`config.mk`:
```
export PLATFORM = sky130hd
export DESIGN_NAME = fault_supervisor
export DESIGN_NICKNAME = d
export VERILOG_FILES = /design/src/rtl/fault_supervisor.sv
export SDC_FILE = /design/constraint.sdc
export NUM_CORES = 1
export LEC_CHECK = 0
export CAP_MARGIN = 20
export CELL_PAD_IN_SITES_DETAIL_PLACEMENT = 1
export CELL_PAD_IN_SITES_GLOBAL_PLACEMENT = 2
export CORE_MARGIN = 3
export CORE_UTILIZATION = 29
export DETAILED_ROUTE_END_ITERATION = 16
export PLACE_DENSITY_LB_ADDON = 0.2
export SETUP_SLACK_MARGIN = 0.05
export SLEW_MARGIN = 30
export SYNTH_ARGS = -nofsm -noshare
export SYNTH_HDL_FRONTEND = slang
export SYNTH_SLANG_ARGS = --single-unit
```
`constraint.sdc`:
```
create_clock -name clk -period 2.35 [get_ports clk]
set_input_delay 0.5875 -clock clk [delete_from_list [all_inputs] [get_ports clk]]
set_output_delay 0.5875 -clock clk [all_outputs]
set_load 0.05 [all_outputs]
```
`src/rtl/fault_supervisor.sv`:
```
// fault_supervisor: protection sequencer for one power channel (soft-start, warn, trip, hold-off, retry, lockout)
module fault_supervisor #(
    parameter logic [15:0] SS_CYCLES   = 16'd2000,
    parameter logic [15:0] HOLD_CYCLES = 16'd20000,
    parameter logic [15:0] HEAL_CYCLES = 16'd50000,
    parameter logic [3:0]  RETRY_MAX   = 4'd3
) (
    input  logic       clk,
    input  logic       rst,
    input  logic       en,
    input  logic       clr,
    input  logic       flt_hi,
    input  logic       flt_pers,
    input  logic       flt_lo,
    output logic       pwr_en,
    output logic       warn,
    output logic       trip_evt,
    output logic       lockout,
    output logic [3:0] retry_cnt,
    output logic [7:0] fault_cnt,
    output logic [2:0] state
);
    typedef enum logic [2:0] {
        IDLE      = 3'd0,
        SOFTSTART = 3'd1,
        RUN       = 3'd2,
        WARN      = 3'd3,
        TRIP      = 3'd4,
        HOLDOFF   = 3'd5,
        LOCKOUT   = 3'd6
    } state_t;
    state_t      state_q, state_d;
    logic [15:0] timer_q, timer_d;
    logic [3:0]  retry_q, retry_d;
    logic [7:0]  fault_q, fault_d;
    always_ff @(posedge clk) begin
        if (rst) begin
            state_q <= IDLE;
            timer_q <= 16'd0;
            retry_q <= 4'd0;
            fault_q <= 8'd0;
        end else begin
            state_q <= state_d;
            timer_q <= timer_d;
            retry_q <= retry_d;
            fault_q <= fault_d;
        end
    end
    // TRIP is always a single cycle, so flt_pers is not re-evaluated there
    always_comb begin
        state_d = state_q;
        timer_d = timer_q;
        retry_d = retry_q;
        fault_d = clr ? 8'd0 : (state_q == TRIP && fault_q != 8'hFF) ? fault_q + 8'd1 : fault_q;
        if (state_q == LOCKOUT) begin
            if (clr && flt_lo) state_d = IDLE;
        end else if (!en) begin
            state_d = IDLE;
        end else if (state_q == TRIP) begin
            if (retry_q == RETRY_MAX) state_d = LOCKOUT;
            else begin
                state_d = HOLDOFF;
                retry_d = retry_q + 4'd1;
            end
        end else if (flt_pers) begin
            state_d = TRIP;
        end else begin
            case (state_q)
                IDLE:      state_d = SOFTSTART;
                SOFTSTART: if (timer_q == SS_CYCLES - 16'd1) state_d = RUN;
                           else timer_d = timer_q + 16'd1;
                RUN:       if (flt_hi) state_d = WARN;
                           else if (timer_q == HEAL_CYCLES - 16'd1) retry_d = 4'd0;
                           else timer_d = timer_q + 16'd1;
                WARN:      if (flt_lo) state_d = RUN;
                HOLDOFF:   if (flt_lo && timer_q == HOLD_CYCLES - 16'd1) state_d = SOFTSTART;
                           else timer_d = flt_lo ? timer_q + 16'd1 : 16'd0;
                default:   state_d = IDLE;
            endcase
        end
        if (state_d != state_q) timer_d = 16'd0;
        if (state_d == IDLE) retry_d = 4'd0;
    end
    assign pwr_en    = state_q == SOFTSTART || state_q == RUN || state_q == WARN;
    assign warn      = state_q == WARN;
    assign trip_evt  = state_q == TRIP;
    assign lockout   = state_q == LOCKOUT;
    assign retry_cnt = retry_q;
    assign fault_cnt = fault_q;
    assign state     = state_q;
endmodule
```
* Word level (Yosys, flattened, before mapping) *
Index checks and enable logic that the tools add are counted.

word-level totals
  word-level logic and storage cells = 67
  output and inout bits = 19
  input bits = 7
  register bits after elaboration = 31

operators by class
  equal/unequal tests = 19
  mux-type cells = 23
  add/sub/neg operators = 3
  bitwise operators = 3
  reductions and logical operators = 15

operators with widths
  cell                   number
  $mux 16                5
  $pmux 16 s3            1
  $mux 3                 9
  $mux 4                 6
  $add 16x1->16 const B  1
  $eq 16x11->1 const B   1
  $eq 16x15->1 const B   1
  $eq 16x16->1 const B   1
  $pmux 3 s5             1
  $ne 2x2->1 const B     5
  $eq 3x3->1 const B     3
  $reduce_and 9->1       1
  $add 8x1->8 const B    1
  $ne 8x8->1 const B     1
  $reduce_and 7->1       1
  $eq 3x2->1 const B     2
  $logic_not 3->1        2
  $reduce_or 2->1        3
  $add 4x1->4 const B    1
  $eq 4x2->1 const B     1
  $ne 2x1->1 const B     2
  $reduce_bool 2->1      2
  $eq 3x1->1 const B     1
  $logic_and 1x1->1      3
  other kinds (5)        8

* Longest topological paths before layout *
Gate-level depths: netlist (run 1).

  word-level depth = 10
  depth in mapped cells = 8
  depth with buffers taken out = 6

* Least setup slack after synthesis (run 1) *
Ideal clock, no wire load.

  path type = reg-to-reg
  start point = register state_q[0] (netlist: state[0])
  end point = register fault_q[3] (netlist: fault_cnt[3])
  period minus slack after synthesis = 3354 ps
  cell stages (with the launch flop) = 6
  library setup time = 70 ps
  setup slack = -1004 ps
  path buffers = 1
  data required time = 2280 ps
  data arrival time = 3284 ps
  path through = dfxtp_1 > clkbuf_1 > nor3b_1 > o21ai_0 > or3_1 > a21oi_1

between the ends
  longest elaborated chain between the ends = 2

RTL lines
  element                 line  source
  from (decl)             32    state_t state_q, state_d;
  from (signal assigned)  43    state_q <= state_d;
  $eq 3x3->1              n/a
  via trip_evt            17    output logic trip_evt,
  $logic_and 1x1->1       54    fault_d = clr ? 8'd0 : (state_q == TRIP && fault_q != 8'hFF) ? fault_q + 8'd1 : fault_q;
  to (signal assigned)    46    fault_q <= fault_d;
  to (decl)               35    logic [7:0] fault_q, fault_d;

The timed path passes the listed nets, and every way through them passes these cells.
A chain may end at the register's enable or synchronous reset.

* Final worst setup path (run 1) *
  start point = register timer_q[11]
  end point = register timer_q[4]

between the ends
  longest elaborated chain between the ends = 10
  elaborated cells on any way between the ends = 17
  those cells by class = eq/ne (7); mux (7); reduce/logical (3)

RTL lines
  element                           line  source
  from (decl)                       33    logic [15:0] timer_q, timer_d;
  from (signal assigned)            44    timer_q <= timer_d;
  $eq 16x15->1                      76    HOLDOFF: if (flt_lo && timer_q == HOLD_CYCLES - 16'd1) state_d = SOFTSTART;
  $logic_and 1x1->1                 76
  $mux 3                            76
  $pmux 3 s5                        68    case (state_q)
  $mux 3                            65    end else if (flt_pers) begin
  $mux 3                            59    end else if (state_q == TRIP) begin
  $mux 3                            57    end else if (!en) begin
  $mux 3                            55    if (state_q == LOCKOUT) begin
  $ne 3x3->1                        81    if (state_d != state_q) timer_d = 16'd0;
  $reduce_or 2->1 (no source line)  n/a

Several ways; a longest one is shown, not always the timed one.

==> metrics, run 1 <==
Slew @ Worst Pin=614 ps; Total Routed Length=6890 um; Post-synth EDFFs=0; IO Pins=26; P&R area growth vs syn=46.4%; largest net degree at the start of global routing=24; number of remaining DRC errors=0; gp weighted congestion=0.778; Post-synth top flop=dfxtp_1; number of port buffers=25; Syn Nets=between 200 and 300; Final Hold Vio Count=0; first-pass GRT wire length=11,500 um; clock network power share=~45%; Post-Syn Area=approximately 0.0021 sq mm; NumNets Final=between 300 and 400; Setup crit start kind=flip-flop; Num CTS Buffers=5; sequential-to-total area share from yosys stat=between 20 and 30%; GRT Residual Overflow=0; Post-synth ARST share=0%; DRT Pass-1 Iters=4; Synth Area per Inst=7.98 sq um; chip width=90.7 um; number of global-route vias before repair=2,285; crit-path max FO=6; min Tclk post-route=2300 ps; share of cells above drive strength 1=28.1%; leak pwr=0.987 nW; status=finished, final reports clean; commonest non-fill, non-tap cell in the layout=buf_4; clk sinks=31; die area=a little over 0.008 sq mm; maximum root-to-sink buffer count=2; FF-to-FF Start=timer_q[11]; CTS tree=yes; Net Sw Frac=25.1%; average wire per standard cell=about 16 um; vias=2,240; worst rel slew slack=58.8%; hold buffer count at CTS=0; CP required=2530 ps; Max Fclk=between 0.4 and 0.5 GHz; starting DRC count in detailed routing=84; maxcap violations=0; power per cell area=between 400 and 500 mW/mm^2; diode count=0; gr usage total=between 15 and 20%; Synth warnings=0; Post-DRT Antenna Nets=0; Max Transition Viols Final=0; Worst Setup Path Type=reg -> reg; initial antenna violation count=0; cells after synthesis=around 260; HPWL Detailed=5190 um; setup TNS=0 ps; CTS root buf=clkbuf_8; Cell variety after synth=56; Std-Cell Core Area=a little under 0.007 sq mm; RSZ-0062 raised after global routing=yes; hold_sp=fault_cnt[1]; sequential power share=41.7%; fill cell count=843; maximum vdd ir drop=between 0.2 and 0.25 mV; #FFs+latches synth=31; clock transition at the registers of the reported paths=70 ps; die height=90.7 um; dpl ws=-498 ps; Pint=0.951 mW; crit share post-route=a little over nine tenths; Setup WS post-layout=46.5 ps; CTS H-tree depth=2; nature of the critical path endpoint=flip-flop; Clock Skew=3.87 ps; Finish-stage setup viols=0; Hold Crit Class=reg -> reg; Sw Pwr=0.319 mW; Comb pwr share=13.6%; initial core utilization=a little under a third; vias per std cell=~5.3; crit path DAT=2480 ps; Worst Setup SP=timer_q[11]; Rows=30; clock latency on the worst-skew pair=290 ps; commonest cells after routing, fill and taps aside=buf_4 (40), dfxtp_1 (29), nand3_1 (20)
==> cells by family after synthesis <==
| family | count (synthesis) | synth area share [%] |
|---|---|---|
| AOI/OAI and AO/OA | 65 | 23.6 |
| xor gates and xnor gates | 12 | 5.05 |
| and+or+nand+nor | 133 | 36.2 |
| buffers and inverters | 17 | 3.49 |
| adders and majority gates | 3 | 1.80 |
| DFF | 31 | 29.8 |
==> worst max-delay path, stage by stage (launching register included) <==
cell	delay (ps)
dfxtp_1	310
or4b_4	540
or4_4	560
o21a_4	240
o2111ai_4	290
clkbuf_16	210
a211oi_1	40
==> path summary, 6_finish.rpt <==
check | end | slack [ps] | depth (start not counted)
hold / removal | fault_cnt[1] | 510 | 2
setup / recovery | timer_q[4] | 50 | 6
setup reg to reg | timer_q[4] | 50 | 6
hold reg to reg | fault_cnt[1] | 510 | 2
==> per-stage QoR <==
| step | cells | hold WS [ps] | power [mW] | utilization, % | instance area (sq um) |
|---|---|---|---|---|---|
| after floorplan | 261 | 481 | 0.621 | - | 2100 |
| after global placement | 410 | 482 | 0.700 | 40.8 | 2800 |
| after detailed placement | 410 | 503 | 0.702 | 40.8 | 2800 |
| after CTS | 419 | 513 | 1.28 | 43.2 | 2970 |
| after global routing | 420 | 557 | 1.32 | 44.4 | 3050 |
| final | 420 | 506 | 1.27 | 44.4 | 3050 |
==> cell usage after synthesis, types with 4 or more instances <==
master / number / area, sq um
nand3_1: 20 / 100
clkbuf_1: 7 / 26.3
o21ai_0: 10 / 50.1
nor3_1: 15 / 75.1
nand2_1: 16 / 60.1
inv_1: 5 / 18.8
nor2b_1: 5 / 31.3
and2_1: 4 / 25.0
nor4_1: 4 / 25.0
nor2_1: 18 / 67.6
a21oi_1: 9 / 45.0
nand2b_1: 9 / 56.3
nand4_1: 7 / 43.8
or3_1: 4 / 25.0
dfxtp_1: 31 / 621
nor3b_1: 7 / 52.6
xnor2_1: 10 / 87.6
a211oi_1: 14 / 105
or4_1: 5 / 37.5
==> timing repair <==
item                                    in CTS  in global routing
pin swaps                                    3                  4
endpoints found under the setup margin      18                 21
resized for setup                            9                 12
gates cloned                                 0                  1
buffers inserted                             1                  0
==> cell type report <==
cell class	count	area (sq um)	area share [%]
Multi-Input combinational cell	213	1500	49.3
Timing Repair Buffer	67	664	21.8
Sequential cell	31	623	20.4
Tap cell	96	120	3.94
Clock buffer	6	82.6	2.71
Clock inverter	2	35.0	1.15
Inverter	5	18.8	0.616
==> flip-flops by register name, summed over array words and instances, names as in the netlist <==
register / count
timer_q: 16
fault_cnt: 8
retry_cnt: 4
state: 3
==> per-layer routing <==
layer | up-vias | track usage, % | share of wire [%]
li1 | 1121 | - | -
met1 | 1085 | 21.4 | 46
met2 | 28 | 30.1 | 50
met3 | 6 | 2.67 | 2.7
met4 | 0 | 4.21 | 0.93
met5 | - | 0 | 0
==> power groups by stage <==
stage	registers (mW)	logic, mW	clock network, mW
after detailed placement	0.542	0.160	0
after floorplan	0.551	0.0702	0
after global placement	0.542	0.158	0
final	0.530	0.172	0.568
after CTS	0.530	0.162	0.585
after global routing	0.530	0.185	0.607
Power figures use the tool's default switching activity.
==> run 2: changes to the inputs <==
--- a/config.mk
+++ b/config.mk
@@ -11,6 +11,7 @@
 export CORE_MARGIN = 3
 export CORE_UTILIZATION = 29
 export DETAILED_ROUTE_END_ITERATION = 16
+export GPL_TIMING_DRIVEN = 0
 export PLACE_DENSITY_LB_ADDON = 0.2
 export SETUP_SLACK_MARGIN = 0.05
 export SLEW_MARGIN = 30
==> run 2 against run 1 <==
- final area decreased by 2.0%
- power decreased by 0.51%
- clock skew about the same
- routed wire length increased by 4.6%
- register-to-register slack about the same
- die area unchanged
- clock power increased by 2%
- maximum frequency decreased by 0.53%
- hold slack improved by 10 ps
- critical endpoint is now timer_q[15]
- largest cell class unchanged
- largest power group unchanged
- highest routed layer unchanged
==> metrics, run 2 (same netlist as run 1, synthesis figures left out) <==
dpl cell area=0.00246 sq mm (-12%); Total Routed Length=7200 um (+4.6%); hold buffer count at CTS=0 (unchanged); gr usage total=17.9% (+0.92 points); fill cell count=831 (-1.4%); non-filler cells, final=402 (-4.3%); vias=2,253 (+0.58%); commonest cells after routing, fill and taps aside=dfxtp_1 (23), nand3_1 (19), nor2_1 (17), clkdlybuf4s50_1 (17), nand2_1 (15); commonest non-fill, non-tap cell in the layout=dfxtp_1; Post-DRT Antenna Nets=0 (unchanged); largest net degree at the start of global routing=11 (-54%); DRT Pass-1 Iters=4 (unchanged); crit path DAT=2490 ps (about the same); Placed Cells=381 (-7.1%); nature of the critical path endpoint=flip-flop; CTS tree=yes; maximum vdd ir drop=0.207 mV (-7.9%); Reg with most FFs=timer_q; leak pwr=0.883 nW (-10%); clk sinks=31 (unchanged); die height=90.7 um (unchanged); IO Pins=26 (unchanged); diode count=0 (unchanged); Max Fclk=0.432 GHz (-0.53%); P&R area growth vs syn=43.5%; RSZ-0062 raised after global routing=yes; Sequential Area=636 sq um (+2.0%); Finish-stage setup viols=0 (unchanged); die area=0.00823 sq mm (unchanged); Util after Layout=43.5% (-0.87 points); CP max stage cell=or4b_4; status=finished, final reports clean; Final Hold Vio Count=0 (unchanged); chip width=90.7 um (unchanged); number of flip-flops under the largest register name=16 (unchanged); Std-Cell Core Area=0.00687 sq mm (unchanged); Clock Skew=4.16 ps (+0.289 ps); GRT Residual Overflow=0 (unchanged); number of port buffers=24 (-4.0%); average wire per standard cell=17.9 um (+9.3%); Worst Setup Path Type=reg -> reg; NumNets Final=315 (-5.4%); Setup crit start kind=flip-flop; maximum root-to-sink buffer count=2 (unchanged); vias per std cell=5.60 (+5.1%); number of remaining DRC errors=0 (unchanged); number of global-route vias before repair=2,345 (+2.6%); Slew @ Worst Pin=625 ps (+11.0 ps); critical path, cell by cell=or4b_4, or4_4, buf_6, o21a_4, o2111ai_4, buf_6, a211oi_2; initial antenna violation count=0 (unchanged); gp weighted congestion=0.797 (+2.4%); clock latency on the worst-skew pair=300 ps (about the same); design area=0.00299 sq mm (-2.0%); maxcap violations=0 (unchanged); initial core utilization=30.3% (unchanged); share of cells above drive strength 1=30.4% (+2.3 points); Num CTS Buffers=5 (unchanged); Fin Hold WS=516 ps (+10.0 ps); CTS H-tree depth=2 (unchanged); clock transition at the registers of the reported paths=80 ps (about the same); crit share post-route=98.5% (+0.53 points); area taken by multi-input logic gates=0.00168 sq mm (+12%); power per cell area=423 mW/mm^2 (+1.5%); Rows=30 (unchanged); worst rel slew slack=57.9% (-0.83 points); CP required=2520 ps (about the same); overall power=1.26 mW (-0.51%); CTS root buf=clkbuf_8; max incr delay on CP=540 ps (-20 ps); crit-path max FO=5 (-1); HPWL Detailed=4990 um (-3.8%); starting DRC count in detailed routing=86 (+2.4%); min Tclk post-route=2320 ps (+12.4 ps); most used cell, CP=buf_6; Hold Crit Class=reg -> reg; Max Transition Viols Final=0 (unchanged); first-pass GRT wire length=11,900 um (+4.1%)
[run 2: cell types whose count changed in the layout (fill, tap and decap cells not counted), sizes merged]
cell	before	now
clkbuf	7	13
buf	48	21
dlygate4sd2	1	0
clkdlybuf4s18	0	1
dlymetal6s2s	0	2
clkdlybuf4s15	0	1
[run 2: what timing repair did]
item                       CTS  global route
pin swaps                    7            12
cloned                       2             0
resized for setup           58            40
setup buffers                9             3
setup endpoints to repair   24            24
[run 2: per-layer routing]
layer,part of all wire [%],GRT usage [%]
met5,0,0
met1,46,22.5
met4,2.0,5.61
met2,49,31.1
met3,2.0,3.08
[run 2: area by class of cell]
class,count,area share (%)
inverters,5,0.628
flip-flops and latches,31,21.3
clock buffers,6,2.76
repair buffers,38,11.5
clock inverters,2,1.17
multi-input cells,213,56.2
plain buffers,11,2.47
well taps,96,4.02
[run 2: path summary, 6_finish.rpt]
kind | slack (ps) | from | end | cells past startpoint
worst max-delay path | 30 | timer_q[13] | timer_q[15] | 7
worst min-delay path | 520 | fault_cnt[1] | fault_cnt[1] | 2
worst max register to register | 30 | timer_q[13] | timer_q[15] | 7
worst min register to register | 520 | fault_cnt[1] | fault_cnt[1] | 2
[run 2: worst max-delay path: cells and delay by family (launching register included)]
kind | cells | cell delay (ps)
simple gates | 2 | 970
buf+inv | 2 | 340
flops | 1 | 370
compound gates | 3 | 510
[run 2: power breakdown]
group	switching (mW)	total [mW]	leakage, nW	internal (mW)
clock	0.237	0.581	0.0612	0.343
combinational	0.0955	0.154	0.568	0.0582
sequential	0.00351	0.529	0.255	0.526
total	0.336	1.26	0.883	0.927
[run 2: metrics by stage]
step	setup WS [ps]	TNS (ps)
2_1_floorplan	54.7	0
3_3_place_gp	-613	-9880
3_5_place_dp	-632	-10410
4_1_cts	1.88	0
5_1_grt	-8.10	-21.0
6_report	34.1	0
==> run 3: changes to the inputs <==
--- a/config.mk
+++ b/config.mk
@@ -8,13 +8,13 @@
 export CAP_MARGIN = 20
 export CELL_PAD_IN_SITES_DETAIL_PLACEMENT = 1
 export CELL_PAD_IN_SITES_GLOBAL_PLACEMENT = 2
-export CORE_MARGIN = 3
+export CORE_MARGIN = 2
 export CORE_UTILIZATION = 29
 export DETAILED_ROUTE_END_ITERATION = 16
 export GPL_TIMING_DRIVEN = 0
 export PLACE_DENSITY_LB_ADDON = 0.2
 export SETUP_SLACK_MARGIN = 0.05
-export SLEW_MARGIN = 30
+export SLEW_MARGIN = 40
 export SYNTH_ARGS = -nofsm -noshare
 export SYNTH_HDL_FRONTEND = slang
 export SYNTH_SLANG_ARGS = --single-unit
==> run 3 against run 2 <==
- combinational power shrank 4%
- register-to-register slack is essentially flat
- sequential power is essentially flat
- final cell count grew 0.25%
- critical path depth shrank 1
- critical path type unchanged
- clock-buffer cell count is the same
- hold slack lost 8.6 ps
- non-clock buffer count grew 1
- largest power group unchanged
- power shrank 1.5%
- final area shrank 1.1%
==> metrics, run 3 (same netlist as run 1, synthesis figures left out) <==
clock transition at the registers of the reported paths=70 ps (about the same); DRT Pass-1 Iters=4 (unchanged); clk sinks=31 (unchanged); Std-Cell Core Area=0.00687 sq mm (unchanged); maxcap violations=0 (unchanged); Net Sw Frac=25.8% (-0.82 points); Finish-stage setup viols=0 (unchanged); Slew @ Worst Pin=647 ps (+22.7 ps); Reg with most FFs=timer_q; Total Routed Length=6840 um (-5.0%); NumNets Final=316 (+0.32%); Sw Pwr=0.321 mW (-4.5%); P&R area growth vs syn=41.9%; setup TNS=0 ps (unchanged); commonest non-fill, non-tap cell in the layout=dfxtp_1; crit share post-route=98.3% (-0.23 points); clock network power share=45.8% (-0.2 points); Hold Crit Class=reg -> reg; IO Pins=26 (unchanged); cell family with most CP delay=simple AND/OR/NAND/NOR gates; maximum vdd ir drop=0.228 mV (+10%); Max Transition Viols Final=0 (unchanged); Util after Layout=43.0% (-0.49 points); Post-DRT Antenna Nets=0 (unchanged); nature of the critical path endpoint=flip-flop; die area=0.00787 sq mm (-4.4%); vias=2,218 (-1.6%); fill cell count=834 (+0.36%); Pint=0.923 mW (-0.40%); number of flip-flops under the largest register name=16 (unchanged); Setup WS post-layout=39.5 ps (+5.36 ps); CTS tree=yes; initial core utilization=30.3% (unchanged); Metal-1 WL=3260 um (-2.7%); average wire per standard cell=17.0 um (-5.2%); max incr delay on CP=580 ps (+40 ps); Comb pwr share=11.9% (-0.3 points); commonest cells after routing, fill and taps aside=dfxtp_1 (23), nand3_1 (20), clkdlybuf4s50_1 (19); Num CTS Buffers=5 (unchanged); Sequential Area=641 sq um (+0.79%); CTS root buf=clkbuf_8; number of global-route vias before repair=2,285 (-2.6%); Final Hold Vio Count=0 (unchanged); diode count=0 (unchanged); CTS H-tree depth=2 (unchanged); top sig layer=met4; min Tclk post-route=2310 ps (-5.36 ps); overall power=1.24 mW (-1.5%); sequential power share=42.3% (+0.4 points); leak pwr=0.864 nW (-2.2%); crit path DAT=2470 ps (-20 ps); chip width=88.7 um (-2.2%); number of port buffers=24 (unchanged); dpl ws=-682 ps (-49.5 ps); crit-path max FO=10 (+5); die height=88.7 um (-2.2%); initial antenna violation count=0 (unchanged); Rows=30 (unchanged); CP max stage cell=or4_4; gr usage total=19.2% (+1.2 points); largest net degree at the start of global routing=11 (unchanged); HPWL Detailed=4810 um (-3.7%); Max Fclk=0.433 GHz (+0.23%); met2 WL=3330 um (-6.6%); GRT Residual Overflow=0 (unchanged); FF-to-FF setup slack=40 ps (about the same); vias per std cell=5.50 (-1.8%); Clock Skew=11.5 ps (+7.30 ps); crit path buf inv count=1 (-1); first-pass GRT wire length=11,800 um (-1.5%); gp weighted congestion=0.829 (+4.0%); status=finished, final reports clean; worst rel slew slack=56.5% (-1.4 points); CP required=2510 ps (about the same); clock latency on the worst-skew pair=290 ps (about the same); Setup crit start kind=flip-flop; RSZ-0062 raised after global routing=yes; power per cell area=421 mW/mm^2 (-0.37%); hold buffer count at CTS=0 (unchanged); critical path, cell by cell=or4b_4, or4_4, o2bb2ai_4, a211oi_4, buf_6, a211oi_2; number of remaining DRC errors=0 (unchanged); metal3 WL=205 um (+44%); area taken by multi-input logic gates=0.00163 sq mm (-3.1%); share of cells above drive strength 1=28.3% (-2.1 points); maximum root-to-sink buffer count=2 (unchanged); Worst Setup Path Type=reg -> reg; starting DRC count in detailed routing=117 (+36%)
## run 3: cell types whose count changed in the layout (fill, tap and decap cells not counted), sizes merged
cell           change
clkdlybuf4s15      +1
clkbuf             -1
buf                +1
clkdlybuf4s50      +2
dlymetal6s2s       -2
## run 3: power by group through the flow
stage	sequential [mW]	clock (mW)	combinational, mW
after floorplan	0.551	0	0.0702
after global placement	0.543	0	0.121
after detailed placement	0.543	0	0.122
after CTS	0.530	0.592	0.138
after global routing	0.527	0.608	0.160
final	0.527	0.570	0.148
## run 3: metal layers
layer,up-vias,global-route usage (%)
met4,0,4.68
met2,36,32.4
li1,1082,-
met5,-,0
met1,1096,25.6
met3,4,3.08
## run 3: worst register-to-register path, stage by stage, from the launching register on
cell	delay (ps)
dfxtp_4	350
or4b_4	540
or4_4	580
o2bb2ai_4	150
a211oi_4	300
buf_6	200
a211oi_2	60
## run 3: layout make-up
cell class,count,area share [%]
Multi-Input combinational cell,213,55.1
Sequential cell,31,21.7
Timing Repair Buffer,38,11.7
Tap cell,96,4.07
Buffer,12,2.88
Clock buffer,6,2.80
Clock inverter,2,1.19
Inverter,5,0.635
## run 3: worst paths after layout
path,startpoint,endpoint,cells after the start
setup / recovery,timer_q[13],timer_q[15],6
hold / removal,fault_cnt[1],fault_cnt[1],2
setup reg to reg,timer_q[13],timer_q[15],6
hold reg to reg,fault_cnt[1],fault_cnt[1],2
## run 3: through the flow
step                      instance area [sq um]  cells  hold slack [ps]
after global routing                       2950    403              533
final                                      2950    403              507
after detailed placement                   2480    381              502
after global placement                     2460    381              488
after CTS                                  2810    397              513
after floorplan                            2100    261              481
## run 3: what timing repair did
item,CTS,global route
gates resized for setup,56,28
pin swaps,7,13
endpoints found under the setup margin,25,24
buffers inserted,7,6
cloned,1,0
